$ cat src/rtl/set_cache_srrip_policy_controller.sv
// SRRIP replacement controller: per-group RRPV array, multi-cycle victim search/aging FSM.
// Optional bimodal (BRRIP) insertion is enabled with `define SRRIP_BIMODAL_INSERT_EN.
module set_cache_srrip_policy_controller #(
  parameter int CACHE_BLOCK_CAPACITY = 128,
  parameter int CACHE_SET_SIZE       = 4,
  parameter int BW_RRPV              = 2
) (
  input  logic                                    clock_i,
  input  logic                                    resetn_i,
  input  logic                                    hit_i,
  input  logic                                    miss_i,
  input  logic [$clog2(CACHE_BLOCK_CAPACITY)-1:0] addr_i,
  output logic                                    done_o,
  output logic                                    busy_o,
  output logic [$clog2(CACHE_BLOCK_CAPACITY)-1:0] addr_o
);

  localparam int BW_CACHE_CAPACITY = $clog2(CACHE_BLOCK_CAPACITY);
  localparam int BW_SET            = $clog2(CACHE_SET_SIZE);
  localparam int BW_GRP            = BW_CACHE_CAPACITY - BW_SET;
  localparam int N_GROUPS          = 2 ** BW_GRP;

  localparam logic [BW_RRPV-1:0] RRPV_MAX  = '1;
  // Clearing the LSB of an all-ones value yields RRPV_MAX-1 for every width.
  localparam logic [BW_RRPV-1:0] RRPV_LONG = RRPV_MAX ^ BW_RRPV'(1);

  typedef enum logic [2:0] {
    S_IDLE,
    S_SEARCH,
    S_AGE,
    S_DONE,
    S_WAIT
  } state_t;

  state_t              state_q, state_d;
  logic [BW_GRP-1:0]   grp_q;
  logic [BW_RRPV-1:0]  rrpv_q [N_GROUPS][CACHE_SET_SIZE];

  logic                found;
  logic [BW_SET-1:0]   found_way;
  logic [BW_RRPV-1:0]  ins_val;

  wire [BW_GRP-1:0] hit_grp    = addr_i[BW_GRP-1:0];
  wire [BW_SET-1:0] hit_way    = addr_i[BW_CACHE_CAPACITY-1 -: BW_SET];
  wire [BW_SET-1:0] victim_way = addr_o[BW_CACHE_CAPACITY-1 -: BW_SET];

`ifdef SRRIP_BIMODAL_INSERT_EN
  logic [4:0] bim_cnt_q;

  always_ff @(posedge clock_i or negedge resetn_i) begin
    if (!resetn_i) bim_cnt_q <= '0;
    else           bim_cnt_q <= bim_cnt_q + 5'd1;
  end

  assign ins_val = (bim_cnt_q == 5'd0) ? RRPV_LONG : RRPV_MAX;
`else
  assign ins_val = RRPV_LONG;
`endif

  // Scanning downwards leaves the lowest-index distant way as the winner.
  always_comb begin
    found     = 1'b0;
    found_way = '0;
    for (int w = CACHE_SET_SIZE - 1; w >= 0; w--) begin
      if (rrpv_q[grp_q][w] == RRPV_MAX) begin
        found     = 1'b1;
        found_way = BW_SET'(w);
      end
    end
  end

  // NOTE: every output of a combinational block gets a default first so no latch is inferred.
  always_comb begin
    state_d = state_q;
    unique case (state_q)
      S_IDLE:   if (miss_i) state_d = S_SEARCH;
      S_SEARCH: state_d = found ? S_DONE : S_AGE;
      S_AGE:    state_d = S_SEARCH;
      S_DONE:   state_d = S_WAIT;
      S_WAIT:   if (!miss_i) state_d = S_IDLE;
      default:  state_d = S_IDLE;
    endcase
  end

  // NOTE: sequential state uses non-blocking assignments so all registers update together.
  always_ff @(posedge clock_i or negedge resetn_i) begin
    if (!resetn_i) begin
      state_q <= S_IDLE;
      grp_q   <= '0;
      addr_o  <= '0;
    end else begin
      state_q <= state_d;
      if (state_q == S_IDLE && miss_i) grp_q <= hit_grp;
      if (state_q == S_SEARCH && found) addr_o <= {found_way, grp_q};
    end
  end

  // NOTE: the RRPV array is flip-flops, not RAM, so the whole array is reset to RRPV_MAX.
  always_ff @(posedge clock_i or negedge resetn_i) begin
    if (!resetn_i) begin
      for (int g = 0; g < N_GROUPS; g++)
        for (int w = 0; w < CACHE_SET_SIZE; w++)
          rrpv_q[g][w] <= RRPV_MAX;
    end else begin
      for (int g = 0; g < N_GROUPS; g++) begin
        for (int w = 0; w < CACHE_SET_SIZE; w++) begin
          // Insertion beats a hit to the victim; a hit beats aging.
          if (state_q == S_DONE && BW_GRP'(g) == grp_q && BW_SET'(w) == victim_way)
            rrpv_q[g][w] <= ins_val;
          else if (hit_i && BW_GRP'(g) == hit_grp && BW_SET'(w) == hit_way)
            rrpv_q[g][w] <= '0;
          else if (state_q == S_AGE && BW_GRP'(g) == grp_q && rrpv_q[g][w] != RRPV_MAX)
            rrpv_q[g][w] <= rrpv_q[g][w] + BW_RRPV'(1);
        end
      end
    end
  end

  assign done_o = (state_q == S_DONE);
  assign busy_o = (state_q != S_IDLE);

endmodule

$ cat config.mk
export PLATFORM = sky130hd
export DESIGN_NAME = set_cache_srrip_policy_controller
export DESIGN_NICKNAME = d
export VERILOG_FILES = /design/src/rtl/set_cache_srrip_policy_controller.sv
export SDC_FILE = /design/constraint.sdc
export NUM_CORES = 1
export LEC_CHECK = 0
export CAP_MARGIN = 20
export CORE_MARGIN = 5
export CORE_UTILIZATION = 45
export CTS_BUF_LIST = sky130_fd_sc_hd__clkbuf_16
export CTS_CLUSTER_SIZE = 8
export DETAILED_ROUTE_END_ITERATION = 8
export MAX_ROUTING_LAYER = met4
export PLACE_DENSITY = 0.58
export SLEW_MARGIN = 20
export SYNTH_ARGS = -nofsm -noshare
export SYNTH_HDL_FRONTEND = slang
export SYNTH_SLANG_ARGS = --single-unit
$ cat constraint.sdc
create_clock -name clock_i -period 7.7 [get_ports clock_i]
set_input_delay 0.77 -clock clock_i [delete_from_list [all_inputs] [get_ports clock_i]]
set_output_delay 0.77 -clock clock_i [all_outputs]
set_load 0.01 [all_outputs]
# Word level (Yosys, flattened, before mapping)
# Cells that the tools add are included.
[totals]
reg_bits = 271
input_bits = 11
out_inout_bits = 9
elab_cells = 1483
[op_classes]
add_sub_neg = 128
n_lt_le_gt_ge = 1
eq_ne = 206
muxes = 399
bitwise = 1
n_reduce_logical = 617
[op_table]
columns = ["operator", "n"]
rows = [
  ["$mux 2", 388],
  ["$logic_and 1x1->1", 482],
  ["$reduce_bool 3->1", 129],
  ["$ne 2x2->1 const B", 130],
  ["$add 2x1->2 const B", 128],
  ["$eq 5x5->1 const A", 32],
  ["$eq 4x5->1 const A", 16],
  ["$bmux 8 s5", 1],
  ["$eq 3x5->1 const A", 8],
  ["$eq 2x5->1 const A", 4],
  ["$mux 8", 2],
  ["$pmux 3 s5", 1],
  ["$eq 1x5->1 const A", 2],
  ["$logic_not 5->1", 2],
  ["$eq 2x2->1 const A", 4],
  ["$eq 2x2->1 const B", 4],
  ["$eq 3x2->1 const B", 2],
  ["$ge 6x6->1 const B", 1],
  ["$mux 3", 2],
  ["$not 5->6", 1],
  ["$mux 1", 5],
  ["$eq 1x2->1 const A", 2],
  ["$logic_not 2->1", 2],
  ["$eq 3x1->1 const B", 1],
  ["3 further kinds", 3],
]

# Logic depth before layout (Yosys ltp)
# Gate-level depths: netlist of the first run.
[depth]
ltp_word = 11
mapped_depth = 11
mapped_depth_nobuf = 7

# Worst setup path before layout of the first run
# No wires, ideal clock.
[synth_path]
kind = "register to register"
startpoint = "register grp_q[1]"
endpoint = "register addr_o[3]"
setup_ns = 0.125
arrival_time_ns = 2.367
required_ns = 7.575
path_slack_ns = 5.208
path_stages_with_launch = 10
n_path_buf = 2
period_less_slack_ns = 2.492
path_cell_list = "dfrtp_1 -> buf_6 -> buf_6 -> nor2b_1 -> and3_1 -> o311a_1 -> o32ai_2 -> nand4_2 -> o31ai_4 -> mux2_4"
[synth_via]
elab_chain_len = 10
word_cells_on_any_way = 13
cone_classes = "eq/ne (4); mux (7); bitwise (1); reduce/logical (1)"
[synth_lines]
columns = ["element", "line", "text"]
rows = [
  ["from (decl)", "36", "logic [BW_GRP-1:0] grp_q;"],
  ["from (signal assigned)", "93", "if (state_q == S_IDLE && miss_i) grp_q <= hit_grp;"],
  ["$not 5->6 (not written as such) (*)", "65", "if (rrpv_q[grp_q][w] == RRPV_MAX) begin"],
  ["$bmux 8 s5 (*)", "65", ""],
  ["$mux 8 (not written as such) (*) (2 in series)", "65", ""],
  ["$eq 2x2->1", "65", ""],
  ["$mux 1 (3 in series)", "65", ""],
  ["$mux 1 (*)", "65", ""],
  ["$logic_and 1x1->1 (*)", "94", "if (state_q == S_SEARCH && found) addr_o <= {found_way, grp_q};"],
  ["to (signal assigned)", "94", ""],
  ["to (decl)", "15", "output logic [$clog2(CACHE_BLOCK_CAPACITY)-1:0] addr_o"],
]
# Mark *: on every way between the ends. The rest lies on a longest branch, timed or not. The select of a mux whose other input is x is not followed.
# A chain may end at the register's enable or synchronous reset.

# Worst setup path after layout of the first run
# Same ends and word-level chain as after synthesis.

==> reports/results.tsv, run 1 <==
stage	metric	value	unit
timing	Hold WS	0.5272	ns
placement	HPWL Detailed	34.43	mm
drt	DRT Wirelength	51.29	mm
finish	most common cell after layout, fill and taps aside	nor2_1	
timing	Tcrit/Tclk final	51.90	%
finish	Layout Nets	1907	
synthesis	Synth Cell Area	17020	µm²
drt	Starting DRT DRC Count	1082	
synthesis	Main synth FF type	dfstp_2	
placement	Place WS	3.771	ns
timing	Hold Fails Final Rpt	0	
global_route	first-pass GRT wire length	80.62	mm
synthesis	post-synthesis average cell area	9.638	µm²
power_and_ir_drop	Leak	6.718	nW
die	Ports	20	
worst_setup_path	reg-to-reg critical path endpoint	addr_o[3]	
timing	Period minus WS final	3.997	ns
hold_path	worst hold path depth	1	
timing	worst clock skew	0.02376	ns
synthesis	Yosys warning total	0	
clocking	clock-pin slew on the worst setup and hold paths	0.06	ns
worst_setup_path	critical path class	reg -> reg	
power_and_ir_drop	Power, Total	7.857	mW
clocking	hold buffers post-CTS	0	
worst_setup_path	critical path launch point type	flip-flop	
worst_setup_path	Setup crit end kind	flip-flop	
timing	worst setup margin	3.703	ns
drt	drt drc	0	
synthesis	XOR/XNOR share of the synthesized area	6.638	%
clocking	post-CTS setup repair buffer count	0	
power_and_ir_drop	PD cells	420.2	nW/µm²
drt	WL/cell	22.45	µm
job	max-cap violation count	0	
synthesis	EDFF count, synth	0	
timing	Slew @ Worst Pin	1.214	ns
timing	# setup viols final	0	
timing	Slew Limit Headroom	18.97	%
synthesis	sequential-to-total area share from yosys stat	41.73	%
clocking	CTS tree	built	
worst_setup_path	reg2reg setup slack	3.70	ns
worst_setup_path	RR Startpoint	grp_q[1]	
placement	IO Port Bufs	19	
synthesis	Synth Net Count	1905	
finish	footprint of the multi-input gates	9590	µm²
global_route	grt ovf	0	
synthesis	compound-cell area share of the yosys netlist	8.064	%
drt	Final ANT Viol Nets	0	
finish	FF/Latch Area	7107	µm²
clocking	post_cts resized	0	
timing	Final Max Tran Viols	0	
die	Core ar.	37490	µm²
clocking	H-tree depth	2	
timing	Max Fclk	250.2	MHz
global_route	largest net degree at the start of global routing	87	
die	Initial Util	45.40	%
die	die width	204.5	µm
clocking	Clock Sinks	271	
outcome	outcome	finished, final reports clean	
drt	DR vias	13600	
global_route	vias in the first global route	13880	
synthesis	FF+latch count, synth	271	
worst_setup_path	Req. time, crit path	8.11	ns
synthesis	Post-Synth Simple-Gate Area	18.97	%
synthesis	Synth Instances	1766	
power_and_ir_drop	worst vdd ir	0.2532	mV
die	row count	71	
clocking	clk_lat worst skew	0.53	ns
finish	fill count	3489	
worst_setup_path	R2R cell count	8	
hold_path	min-delay src	addr_o[0]	
clocking	clock buffer depth	3	
synthesis	post-synthesis adder-cell area fraction	9.410	%
hold_path	hold endpoint	addr_o[0]	
worst_setup_path	critical path arrival	4.41	ns
die	die area	41810	µm²
hold_path	Hold Path Class	reg -> reg	
global_route	Tot GR Track Use	25.56	%
placement	global placement routability congestion	0.9001	
finish	ratio of cells with drive above 1 in the final layout	20.63	%
finish	Area Overhead vs Synth	9.851	%
synthesis	main combinational cell family by area after synthesis	simple AND/OR/NAND/NOR gates	
worst_setup_path	Critical Path Fanout Max	71	
drt	First-pass DRT Iterations	5	
clocking	Root Buffer	clkbuf_16	
clocking	CTS buffer count	39	
finish	# diodes	0	
finish	most frequent cells in the layout	nor2_1, dfstp_2, mux2i_1	
synthesis	share of flip-flops with an asynchronous set or reset	100.0	%
timing	Final TNS setup	0	ns
synthesis	mux cell area share after synthesis	13.14	%
global_route	initial antenna violation count	0	
synthesis	Distinct cells, synth	64	
die	Die Span Y	204.5	µm
timing	RSZ-0062 raised after global routing	false	
drt	vias per cell	5.952	
[registers in the layout (all words and copies together), names as in the netlist]
signal,count
state_q,3
rrpv_q,256
grp_q,5
addr_o,7
[worst max path at each step]
stage	from	to	slack (ns)	cells after the start
3_5_place_dp	grp_q[1]	addr_o[3]	3.77	8
2_1_floorplan	grp_q[1]	addr_o[3]	5.21	9
4_1_cts	grp_q[1]	addr_o[3]	3.76	8
3_3_place_gp	grp_q[1]	addr_o[1]	3.87	8
5_1_grt	grp_q[1]	addr_o[3]	3.53	8
6_report	grp_q[1]	addr_o[3]	3.70	8
[layout make-up]
type / count / share of cell area [%]
multi-input cells: 1421 / 51.29
clock buffers: 41 / 5.487
clock inverters: 6 / 0.1205
flip-flops and latches: 271 / 38.01
repair buffers: 33 / 1.626
inverters: 2 / 0.04015
well taps: 511 / 3.420
[metrics by stage]
stage | cell area (µm²) | std cells | util [%]
4_1_cts | 18690 | 2285 | 49.86
3_3_place_gp | 17640 | 2238 | 47.04
5_1_grt | 18700 | 2285 | 49.87
6_report | 18700 | 2285 | 49.87
3_5_place_dp | 17640 | 2238 | 47.06
2_1_floorplan | 17020 | 1766 | -
[worst max-delay path, cell delays in order, from the launching register on]
cell and delay (ns):
dfrtp_4 0.66, buf_4 0.84, mux4_2 0.61, mux2i_1 0.14, a2111oi_0 0.12, a311oi_2 0.40
nand4_2 0.23, o31ai_4 0.44, mux2_4 0.34
[cells in the mapped netlist, drive strengths merged (2+ instances only)]
cell type  instances  share of area [%]
xnor2            129                6.6
clkbuf            48                1.1
mux2i            157                9.2
o32ai              2               0.15
a311oi             4               0.24
mux4              18                2.4
o21bai             2              0.088
or2                4               0.15
nor2             409                9.0
o211ai             9               0.40
a22o               2               0.10
nor2b             15               0.55
a32oi              2               0.10
nand2b            13               0.48
dfstp            256                 40
o21ai             18               0.53
mux2              21                1.5
a21oi             11               0.32
inv                2              0.044
a31oi              6               0.22
nand3             25               0.74
ha               128                9.4
and3               8               0.29
and2               6               0.22
nor3             135                4.0
a2111oi            2               0.10
nand2            134                3.0
o22ai            134                4.9
a22oi              5               0.22
dfrtp             15                2.2
buf               24               0.95
nand4              3               0.18
[where the power goes]
part,switching (mW),internal (mW)
combinational,1.82,1.37
clock,0.615,0.930
sequential,0.682,2.44
total,3.11,4.74
[logic make-up (layout without fill, tap and decap cells)]
| family | Yosys count | after routing |
|---|---|---|
| buffers and inverters | 74 | 82 |
| XOR/XNOR | 129 | 129 |
| flip-flops | 271 | 271 |
| adder cells (fa/ha/maj) | 128 | 128 |
| multiplexers | 196 | 196 |
| AO/OA/AOI/OAI | 208 | 208 |
| AND/OR/NAND/NOR | 760 | 760 |
[metal layers]
layer	track usage [%]	wire length, µm	up-vias
met4	8.208	1693	0
met5	-	0	-
met2	38.98	22990	401
li1	-	-	6276
met1	34.56	23290	6805
met3	5.094	3314	119
(Power assumes the default switching activity.)
==> run 2: changes to the inputs <==
--- a/config.mk
+++ b/config.mk
@@ -12,7 +12,7 @@
 export CTS_CLUSTER_SIZE = 8
 export DETAILED_ROUTE_END_ITERATION = 8
 export MAX_ROUTING_LAYER = met4
-export PLACE_DENSITY = 0.58
+export PLACE_DENSITY = 0.61
 export SLEW_MARGIN = 20
 export SYNTH_ARGS = -nofsm -noshare
 export SYNTH_HDL_FRONTEND = slang
==> constraint.sdc (replaced) <==
create_clock -name clock_i -period 3.25 [get_ports clock_i]
set_input_delay 0.325 -clock clock_i [delete_from_list [all_inputs] [get_ports clock_i]]
set_output_delay 0.325 -clock clock_i [all_outputs]
set_load 0.01 [all_outputs]
==> reports/results.tsv, run 2 (synthesized netlist as in run 1, its figures left out) <==
stage	metric	value	unit
outcome	outcome	finished, final reports clean	
power_and_ir_drop	worst vdd ir	0.3902	mV
timing	Period minus WS final	3.010	ns
power_and_ir_drop	Psw	7.551	mW
die	die width	204.5	µm
worst_setup_path	Critical Path Fanout Max	34	
global_route	grt ovf	0	
drt	DR vias	14030	
clocking	Root Buffer	clkbuf_16	
drt	DRT Wirelength	52.93	mm
drt	Final ANT Viol Nets	0	
finish	Layout Nets	1951	
timing	Slew Limit Headroom	39.06	%
hold_path	Hold Path Class	in -> async	
clocking	clock buffer depth	3	
finish	most common cell after layout, fill and taps aside	nor2_1	
timing	Slew @ Worst Pin	0.9141	ns
drt	First-pass DRT Iterations	5	
clocking	CTS buffer count	39	
drt	WL/cell	22.72	µm
timing	Max Fclk	332.2	MHz
worst_setup_path	Setup crit end kind	flip-flop	
timing	Final Max Tran Viols	0	
timing	worst clock skew	0.02464	ns
finish	Area Overhead vs Synth	12.12	%
timing	# setup viols final	0	
finish	Final Non-Filler Cells	2330	
power_and_ir_drop	Clock Power Share	19.5	%
clocking	hold buffers post-CTS	1	
clocking	post-CTS setup repair buffer count	0	
power_and_ir_drop	PD cells	997.5	nW/µm²
die	die area	41810	µm²
timing	Hold Fails Final Rpt	0	
clocking	post_cts resized	0	
finish	fill count	3378	
finish	Most flops, register	rrpv_q	
die	Die Span Y	204.5	µm
clocking	clock-pin slew on the worst setup and hold paths	0.06	ns
placement	IO Port Bufs	19	
die	Initial Util	45.40	%
finish	max FFs per register	256	
finish	# diodes	0	
finish	Regs by FF count	rrpv_q x256, addr_o x7, grp_q x5	
clocking	CTS tree	built	
global_route	first-pass GRT wire length	82.84	mm
power_and_ir_drop	Logic pwr share	40.6	%
power_and_ir_drop	Pint	11.48	mW
worst_setup_path	R2R cell count	8	
drt	Starting DRT DRC Count	1332	
power_and_ir_drop	Switching Fraction	39.67	%
placement	Placed Cells incl. Taps	2281	
global_route	initial antenna violation count	0	
drt	drt drc	0	
finish	Final Core Density	50.90	%
finish	most frequent cells in the layout	nor2_1, dfstp_2, mux2i_1	
clocking	clk_lat worst skew	0.56	ns
die	Ports	20	
placement	HPWL Detailed	37.51	mm
placement	global placement routability congestion	0.9468	
global_route	Tot GR Track Use	26.20	%
worst_setup_path	critical path class	reg -> reg	
finish	ratio of cells with drive above 1 in the final layout	22.37	%
worst_setup_path	critical path arrival	3.45	ns
timing	RSZ-0062 raised after global routing	false	
power_and_ir_drop	Reg power frac	39.9	%
job	max-cap violation count	0	
global_route	vias in the first global route	13850	
power_and_ir_drop	Leak	6.970	nW
drt	vias per cell	6.021	
timing	Tcrit/Tclk final	92.63	%
global_route	largest net degree at the start of global routing	99	
clocking	H-tree depth	2	
worst_setup_path	critical path launch point type	flip-flop	
die	Core ar.	37490	µm²
clocking	Clock Sinks	271	
timing	Final TNS setup	0	ns
die	row count	71	
worst_setup_path	Req. time, crit path	3.69	ns
[run 2: cell type report]
class | instances | area (µm²) | share of cell area (%)
multi-input cells | 1421 | 9582 | 50.21
clock buffers | 41 | 1026 | 5.376
flip-flops and latches | 271 | 7107 | 37.24
inverters | 2 | 7.507 | 0.03934
clock inverters | 7 | 26.28 | 0.1377
repair buffers | 77 | 695.7 | 3.645
well taps | 511 | 639.4 | 3.350
[run 2: path summary, 6_finish.rpt]
kind / from / endpoint / slack (ns)
worst max-delay path: grp_q[1] / addr_o[3] / 0.24
worst min register to register: addr_o[2] / addr_o[2] / 0.56
max in group asynchronous: resetn_i / rrpv_q[76] / 1.80
worst max register to register: grp_q[1] / addr_o[3] / 0.24
min in group clock_i: miss_i / state_q[2] / 0.50
worst min-delay path: resetn_i / addr_o[5] / 0.41
[run 2: worst max-delay path, stage by stage (launching register included)]
cell and delay (ns):
dfrtp_4 0.71, buf_4 0.33, mux2_1 0.36, o22ai_1 0.16
nor4_1 0.10, a311oi_2 0.27, nand4_2 0.21, o31ai_4 0.40
mux2_4 0.34
[run 2: stage by stage]
stage | area (µm²) | setup slack [ns] | power, mW | hold slack, ns
2_1_floorplan | 17020 | 0.7579 | 12.31 | 0.02941
3_3_place_gp | 18020 | 0.2961 | 14.89 | 0.4589
3_5_place_dp | 18020 | 0.2395 | 15.23 | 0.4599
4_1_cts | 19080 | 0.2607 | 19.01 | 0.4767
5_1_grt | 19080 | 0.1080 | 20.22 | 0.5014
6_report | 19080 | 0.2396 | 19.04 | 0.4110
[run 2: routing by layer]
metal | GRT usage (%) | up-vias | share of wire [%]
met5 | - | - | 0
met4 | 9.189 | 0 | 3.7
met3 | 3.904 | 139 | 7.1
met2 | 40.14 | 509 | 45
met1 | 35.78 | 7023 | 44
li1 | - | 6359 | -
[run 2: power by group through the flow]
stage / registers [mW] / clock network (mW) / logic [mW]
after global routing: 7.74 / 3.92 / 8.56
final: 7.59 / 3.71 / 7.73
after CTS: 7.54 / 3.77 / 7.70
after global placement: 7.57 / 0 / 7.32
after detailed placement: 7.56 / 0 / 7.66
after floorplan: 6.76 / 0 / 5.55
==> run 3: changes to the inputs <==
--- a/config.mk
+++ b/config.mk
@@ -8,7 +8,7 @@
 export CAP_MARGIN = 20
 export CORE_MARGIN = 5
 export CORE_UTILIZATION = 45
-export CTS_BUF_LIST = sky130_fd_sc_hd__clkbuf_16
+export CTS_BUF_LIST = sky130_fd_sc_hd__clkbuf_8
 export CTS_CLUSTER_SIZE = 8
 export DETAILED_ROUTE_END_ITERATION = 8
 export MAX_ROUTING_LAYER = met4
==> reports/results.tsv, run 3 (synthesized netlist as in run 1, its figures left out) <==
stage	metric	value	unit
outcome	outcome	finished, final reports clean	
worst_setup_path	RR Startpoint	grp_q[1]	
finish	Area Overhead vs Synth	12.06	%
drt	WL/cell	22.30	µm
timing	Final TNS setup	0	ns
finish	max FFs per register	256	
clocking	clk_lat worst skew	0.65	ns
finish	most frequent cells in the layout	nor2_1, dfstp_2, mux2i_1	
die	Ports	20	
global_route	largest net degree at the start of global routing	99	
die	Core ar.	37490	µm²
worst_setup_path	critical path arrival	3.54	ns
drt	Starting DRT DRC Count	1257	
timing	Tcrit/Tclk final	92.48	%
power_and_ir_drop	Leak	7.030	nW
finish	fin area	19070	µm²
finish	Most flops, register	rrpv_q	
placement	dpl cell area	18020	µm²
die	die width	204.5	µm
finish	ratio of cells with drive above 1 in the final layout	23.79	%
job	max-cap violation count	0	
power_and_ir_drop	worst vdd ir	0.4297	mV
drt	Final ANT Viol Nets	0	
timing	worst clock skew	0.04014	ns
clocking	CTS buffer count	51	
clocking	CTS tree	built	
timing	Slew @ Worst Pin	0.9145	ns
worst_setup_path	Req. time, crit path	3.79	ns
clocking	post-CTS setup repair buffer count	0	
global_route	grt ovf	0	
global_route	Tot GR Track Use	26.28	%
timing	# setup viols final	0	
clocking	clock-pin slew on the worst setup and hold paths	0.06	ns
worst_setup_path	critical path launch point	grp_q[1]	
timing	Final Max Tran Viols	0	
clocking	H-tree depth	2	
clocking	Clock Sinks	271	
placement	global placement routability congestion	0.9468	
worst_setup_path	critical path launch point type	flip-flop	
die	Die Span Y	204.5	µm
hold_path	Hold Path Class	in -> async	
worst_setup_path	Critical Path Fanout Max	34	
worst_setup_path	Setup crit end kind	flip-flop	
finish	Regs by FF count	rrpv_q x256, addr_o x7, grp_q x5	
worst_setup_path	critical path class	reg -> reg	
drt	DRT Wirelength	52.92	mm
power_and_ir_drop	PD cells	983.6	nW/µm²
global_route	vias in the first global route	13990	
drt	DR vias	14020	
clocking	Root Buffer	clkbuf_8	
clocking	clock buffer depth	3	
timing	Slew Limit Headroom	39.03	%
global_route	first-pass GRT wire length	83.19	mm
finish	Final Non-Filler Cells	2373	
placement	Placed Cells incl. Taps	2281	
finish	# diodes	0	
power_and_ir_drop	Power, Total	18.76	mW
timing	Max Fclk	332.7	MHz
timing	Hold Fails Final Rpt	0	
die	Initial Util	45.40	%
timing	RSZ-0062 raised after global routing	false	
finish	Layout Nets	1963	
timing	Period minus WS final	3.006	ns
finish	most common cell after layout, fill and taps aside	nor2_1	
finish	Final Core Density	50.87	%
drt	First-pass DRT Iterations	6	
drt	drt drc	0	
global_route	initial antenna violation count	0	
die	die area	41810	µm²
drt	vias per cell	5.907	
placement	IO Port Bufs	19	
placement	HPWL Detailed	37.51	mm
die	row count	71	
## run 3: changes by cell type in the layout (fill, tap and decap cells not counted), sizes merged
cell	before	now
bufinv	0	1
inv	9	16
clkbuf	41	66
clkinv	0	10
## run 3: layout make-up
class	count	area [µm²]
Clock buffer	66	908.4
Clock inverter	25	132.6
Fill cell	3396	18420
Inverter	2	7.507
Multi-Input combinational cell	1421	9582
Sequential cell	271	7107
Tap cell	511	639.4
Timing Repair Buffer	77	695.7
## run 3: metal layers
metal	vias to the layer above	GRT usage (%)	routed length, µm
met5	-	-	0
met2	515	40.29	24060
li1	6409	-	-
met1	6979	35.91	23280
met3	114	3.840	3801
met4	0	9.189	1776
## run 3: worst paths after layout
check / slack [ns] / cells past startpoint / endpoint
worst max register to register: 0.24 / 8 / addr_o[3]
max in group asynchronous: 1.91 / 3 / rrpv_q[78]
worst min register to register: 0.57 / 2 / rrpv_q[158]
min in group clock_i: 0.41 / 2 / state_q[2]
worst max-delay path: 0.24 / 8 / addr_o[3]
worst min-delay path: 0.32 / 2 / addr_o[5]
## run 3: through the flow
stage	hold WS [ns]	worst slack (ns)
6_report	0.3226	0.2444
5_1_grt	0.4061	0.1065
4_1_cts	0.3715	0.2621
3_5_place_dp	0.4599	0.2395
3_3_place_gp	0.4589	0.2961
2_1_floorplan	0.02941	0.7579
## run 3: worst max-delay path, cell delays in order, from the launching register on
cell	delay (ns)
dfrtp_4	0.72
buf_4	0.34
mux2_1	0.36
o22ai_1	0.16
nor4_1	0.10
a311oi_2	0.27
nand4_2	0.22
o31ai_4	0.40
mux2_4	0.34
## run 3: repair_timing
item	CTS	global route
hold endpoints to repair	6	0
gates resized for setup	0	0
hold buffers	1	0
## run 3: where the power goes
part / internal [mW] / leakage, nW / switching (mW) / total (mW)
clock network: 1.89 / 0.602 / 1.57 / 3.46
registers: 5.79 / 2.88 / 1.79 / 7.59
logic: 3.48 / 3.55 / 4.23 / 7.71
